==> config.mk <==
export PLATFORM = sky130hd
export DESIGN_NAME = ac_exec_unit
export DESIGN_NICKNAME = d
export VERILOG_FILES = /design/src/rtl/ac_exec_unit.sv
export SDC_FILE = /design/constraint.sdc
export NUM_CORES = 1
export LEC_CHECK = 0
export BUFFER_PORTS_ARGS = -buffer_cell sky130_fd_sc_hd__buf_2
export CAP_MARGIN = 20
export CORE_ASPECT_RATIO = 0.6
export CORE_MARGIN = 1
export CORE_UTILIZATION = 50
export DETAILED_ROUTE_END_ITERATION = 10
export PLACE_DENSITY_LB_ADDON = 0.05
export REMOVE_ABC_BUFFERS = 1
export SLEW_MARGIN = 25
export SYNTH_ARGS = -nofsm -noshare
export SYNTH_HDL_FRONTEND = slang
export SYNTH_SLANG_ARGS = --single-unit
==> constraint.sdc <==
create_clock -name clk -period 5.6 [get_ports clk]
set_input_delay 1.12 -clock clk [delete_from_list [all_inputs] [get_ports clk]]
set_output_delay 1.12 -clock clk [all_outputs]
set_load 0.02 [all_outputs]
==> src/rtl/ac_exec_unit.sv <==
// Accumulator execution controller for the Basic Computer.
// Sequences ALU ops, fetches memory operands, latches AC/E/ovf.
module ac_exec_unit #(
  parameter int W  = 16,
  parameter int AW = 12
) (
  input  logic          clk,
  input  logic          rst_n,
  input  logic          req_valid,
  output logic          req_ready,
  input  logic [3:0]    req_cmd,
  input  logic [AW-1:0] req_addr,
  output logic          mem_rd_en,
  output logic [AW-1:0] mem_addr,
  input  logic          mem_rd_valid,
  input  logic [W-1:0]  mem_rd_data,
  output logic [2:0]    alu_op,
  output logic [W-1:0]  alu_ac,
  output logic [W-1:0]  alu_dr,
  output logic          alu_e_in,
  input  logic [W-1:0]  alu_out,
  input  logic          alu_e_out,
  input  logic          alu_z,
  input  logic          alu_n,
  input  logic          alu_ovf,
  output logic [W-1:0]  ac,
  output logic          e,
  output logic          ovf,
  output logic          done,
  output logic          skip,
  output logic          err
);

  localparam logic [3:0] C_AND = 4'h0;
  localparam logic [3:0] C_ADD = 4'h1;
  localparam logic [3:0] C_LDA = 4'h2;
  localparam logic [3:0] C_CLA = 4'h3;
  localparam logic [3:0] C_CLE = 4'h4;
  localparam logic [3:0] C_CMA = 4'h5;
  localparam logic [3:0] C_CME = 4'h6;
  localparam logic [3:0] C_CIR = 4'h7;
  localparam logic [3:0] C_CIL = 4'h8;
  localparam logic [3:0] C_INC = 4'h9;
  localparam logic [3:0] C_SPA = 4'hA;
  localparam logic [3:0] C_SNA = 4'hB;
  localparam logic [3:0] C_SZA = 4'hC;
  localparam logic [3:0] C_SZE = 4'hD;

  localparam logic [2:0] OP_ADD = 3'b000;
  localparam logic [2:0] OP_AND = 3'b001;
  localparam logic [2:0] OP_DR  = 3'b010;
  localparam logic [2:0] OP_CMA = 3'b011;
  localparam logic [2:0] OP_SHR = 3'b100;
  localparam logic [2:0] OP_SHL = 3'b101;
  localparam logic [2:0] OP_AC  = 3'b110;

  typedef enum logic [1:0] {
    S_IDLE,
    S_MEM,
    S_EXEC,
    S_DONE
  } state_t;

  state_t        state;
  logic [3:0]    cmd;
  logic [AW-1:0] addr;
  logic [W-1:0]  dr;

  assign req_ready = (state == S_IDLE);
  assign mem_addr  = addr;
  assign alu_ac    = ac;
  assign alu_dr    = dr;
  assign alu_e_in  = e;

  // ALU opcode: command-specific in EXEC, pass-through AC otherwise
  always_comb begin
    alu_op = OP_AC;
    if (state == S_EXEC) begin
      unique case (cmd)
        C_AND, C_CLA: alu_op = OP_AND;
        C_ADD, C_INC: alu_op = OP_ADD;
        C_LDA:        alu_op = OP_DR;
        C_CMA:        alu_op = OP_CMA;
        C_CIR:        alu_op = OP_SHR;
        C_CIL:        alu_op = OP_SHL;
        default:      alu_op = OP_AC;
      endcase
    end
  end

  // Control FSM with registered datapath state and status outputs
  always_ff @(posedge clk) begin
    if (!rst_n) begin
      state     <= S_IDLE;
      cmd       <= '0;
      addr      <= '0;
      dr        <= '0;
      ac        <= '0;
      e         <= 1'b0;
      ovf       <= 1'b0;
      done      <= 1'b0;
      skip      <= 1'b0;
      err       <= 1'b0;
      mem_rd_en <= 1'b0;
    end else begin
      unique case (state)
        S_IDLE: begin
          if (req_valid) begin
            cmd  <= req_cmd;
            addr <= req_addr;
            if (req_cmd <= C_LDA) begin
              state     <= S_MEM;
              mem_rd_en <= 1'b1;
            end else if (req_cmd >= 4'hE) begin
              state <= S_DONE;
              done  <= 1'b1;
              err   <= 1'b1;
              skip  <= 1'b0;
            end else begin
              state <= S_EXEC;
              if (req_cmd == C_CLA) dr <= '0;
              if (req_cmd == C_INC) dr <= W'(1);
            end
          end
        end
        S_MEM: begin
          if (mem_rd_valid) begin
            dr        <= mem_rd_data;
            mem_rd_en <= 1'b0;
            state     <= S_EXEC;
          end
        end
        S_EXEC: begin
          state <= S_DONE;
          done  <= 1'b1;
          err   <= 1'b0;
          skip  <= 1'b0;
          unique case (cmd)
            C_AND, C_LDA, C_CLA, C_CMA: ac <= alu_out;
            C_ADD, C_INC: begin
              ac  <= alu_out;
              e   <= alu_e_out;
              ovf <= alu_ovf;
            end
            C_CIR, C_CIL: begin
              ac <= alu_out;
              e  <= alu_e_out;
            end
            C_CLE: e <= 1'b0;
            C_CME: e <= ~e;
            C_SPA: skip <= ~alu_n & ~alu_z;
            C_SNA: skip <= alu_n;
            C_SZA: skip <= alu_z;
            C_SZE: skip <= ~e;
            default: ;
          endcase
        end
        S_DONE: begin
          state <= S_IDLE;
          done  <= 1'b0;
          skip  <= 1'b0;
          err   <= 1'b0;
        end
        default: state <= S_IDLE;
      endcase
    end
  end

endmodule

==> reports/qor.yml <==
clk-insertion-delay-late_ns: 0.33
synth_edf_count: 0
areaGrowthSynthToFinish_pct: 25.4
cts.sinks: 59
path_class: "flip-flop to output port"
num-nets-final: 489
synthCells: 327
wirelength_mm: 6.31
rsz0062_at_grt: "no"
ys.flop_type: "dfxtp_1"
drc: 0
clkTransAtPathRegs_ns: 0.06
layout-drive-gt1-share_pct: 34.3
syn_area_per_cell_um2: 8.73
leakage_uw: 0.00175
setup.worst_path.start_class: "flip-flop"
synth_seq_area_share_pct: 41.4
pre_cts_ws_ns: 2.65
dpl_cell_area_um2: 3360
grt_overflow_total: 0
finalSetupViolCount: 0
p_per_area_nw_per_um2: 422
vias_per_cell: 5.07
fin_tns_setup_ns: 0
final_cell_area_um2: 3580
finalHoldViolations: 0
grt_max_degree: 64
gp_congestion: 0.802
cts_buffers: 9
grt_usage_pct: 20.7
period_share_pct: 52.1
synth.area.top_cells: "dfxtp_1 41%, a21boi_0 7.9%, nand2_1 6.3%"
cts_tree: "yes"
die_w_um: 99.5
die_h_um: 60.5
busiest_layer: "met2"
grt_use_met3_pct: 8.76
ctsLongestPathBuffers: 2
layout.cells.non_filler: 506
multiInputGateArea_um2: 1410
final-seq-area_um2: 1180
hold_path.class: "flip-flop to flip-flop"
antenna_found_initial: 0
synth.distinct_cells: 42
status: "complete, no violations"
relSlewSlack_pct: 39.0
num_vias: 2563
grt_pass1_wl_mm: 9.61
synth_top_cell_by_area: "dfxtp_1"
rows: 20
cp-end-kind: "output port"
cts_hold_buffers: 0
cts_htree_levels: 3
dp.final_hpwl_mm: 4.36
ys_ff_latch: 59
met2_usage_pct: 31.7
fin_skew_ns: 0.00736
cts_resized: 0
fmax_mhz: 343
irDropWorstVdd_v: 0.000181
drv_slew: 0
cts_setup_buffers: 0
fin_ws_ns: 2.68
dr.pass1.iters: 4
ys_warn_count: 0
synthArstFlopShare_pct: 0
postRouteAntennaNets: 0
start_util_pct: 54.1
period_minus_slack_ns: 2.92
syn-cell-area_um2: 2850
utilization_pct: 67.8
place_inst: 490
core_area_um2: 5280
dieArea_um2: 6020
cts_root_buf: "clkbuf_8"
drt_iter0_markers: 85
maxCapViolCount: 0
nFillCells: 463
portBuffers: 126
wl_per_cell_um: 12.5
path_max_fanout: 41
tightest_slew_ns: 0.916
grt_pass1_vias: 2129
cp.required_ns: 4.48
io_pins: 127
n_antenna_cell: 0
synth_top_area_share_pct: 41.4
arrival_ns: 1.80
met1_usage_pct: 26.5
## path summary, 6_finish.rpt
path         slack [ns]                   start  depth (start not counted)                      to
max                2.68   state[0]$_SDFFE_PN0P_                          4               alu_op[0]
min                0.46  alu_dr[2]$_SDFFE_PN0P_                          2  alu_dr[2]$_SDFFE_PN0P_
max reg2reg        3.32   state[0]$_SDFFE_PN0P_                          8               flip-flop
min reg2reg        0.46  alu_dr[2]$_SDFFE_PN0P_                          2  alu_dr[2]$_SDFFE_PN0P_
## sequential cells by signal, summed over array words and instances (netlist names), named ones only
| signal | cells |
|---|---|
| cmd | 4 |
| ovf | 1 |
| state | 2 |
| mem_addr | 12 |
| err | 1 |
| alu_dr | 16 |
| alu_e_in | 1 |
| ac | 16 |
| done | 1 |
| skip | 1 |
| mem_rd_en | 1 |
## critical path, stage by stage (launching register included)
cell and delay, ns:
dfxtp_1 0.36, inv_1 0.14, ha_2 0.61, and2_1 0.21
buf_2 0.16
## layer usage
metal	part of all wire [%]	wire (um)
met4	0.82	52
met3	8.4	531
met5	0	0
met2	44	2760
met1	47	2960
## report_power, final
group	switching (uW)	internal, uW
Sequential	50.0	491
Combinational	346	202
Clock	170	251
## cell families after synthesis
group	share of synthesized area [%]
multiplexers	2.81
XOR/XNOR	0.307
adder cells (fa/ha/maj)	4.30
AO/OA/AOI/OAI	21.1
AND/OR/NAND/NOR	20.6
flip-flops	41.4
buffers and inverters	9.43
## synthesized netlist by cell type, drive strengths merged, types with 6 or more instances
cell type and number:
and3 18, nand2b 6, nand2 49, o21a 18, o21ai 19, buf 23
dfxtp 59, a21boi 30, nor2b 7, nand3 17, mux2i 8, clkbuf 18
ha 9, inv 8
## stage by stage
stage	total power [uW]	hold WS [ns]
2_1_floorplan	910	0.469
3_5_place_dp	1100	0.446
3_3_place_gp	1080	0.436
4_1_cts	1520	0.458
6_report	1510	0.456
5_1_grt	1600	0.479
## cell usage in the layout, fill, tap and decap left out, types with 6 or more instances in the layout
master	n
a21boi_0	30
and3_1	18
buf_2	125
clkbuf_8	9
dfxtp_1	59
ha_1	8
inv_1	8
mux2i_1	8
nand2_1	48
nand2b_1	6
nand3_1	17
nor2b_1	7
o21a_1	18
o21ai_0	16
## layout make-up
class	instances	area share [%]
Tap cell	77	2.69
Inverter	8	0.839
Timing Repair Buffer	127	17.9
Sequential cell	59	33.0
Multi-Input combinational cell	219	39.5
Clock inverter	6	2.52
Clock buffer	10	3.57
(Power assumes the default switching activity.)
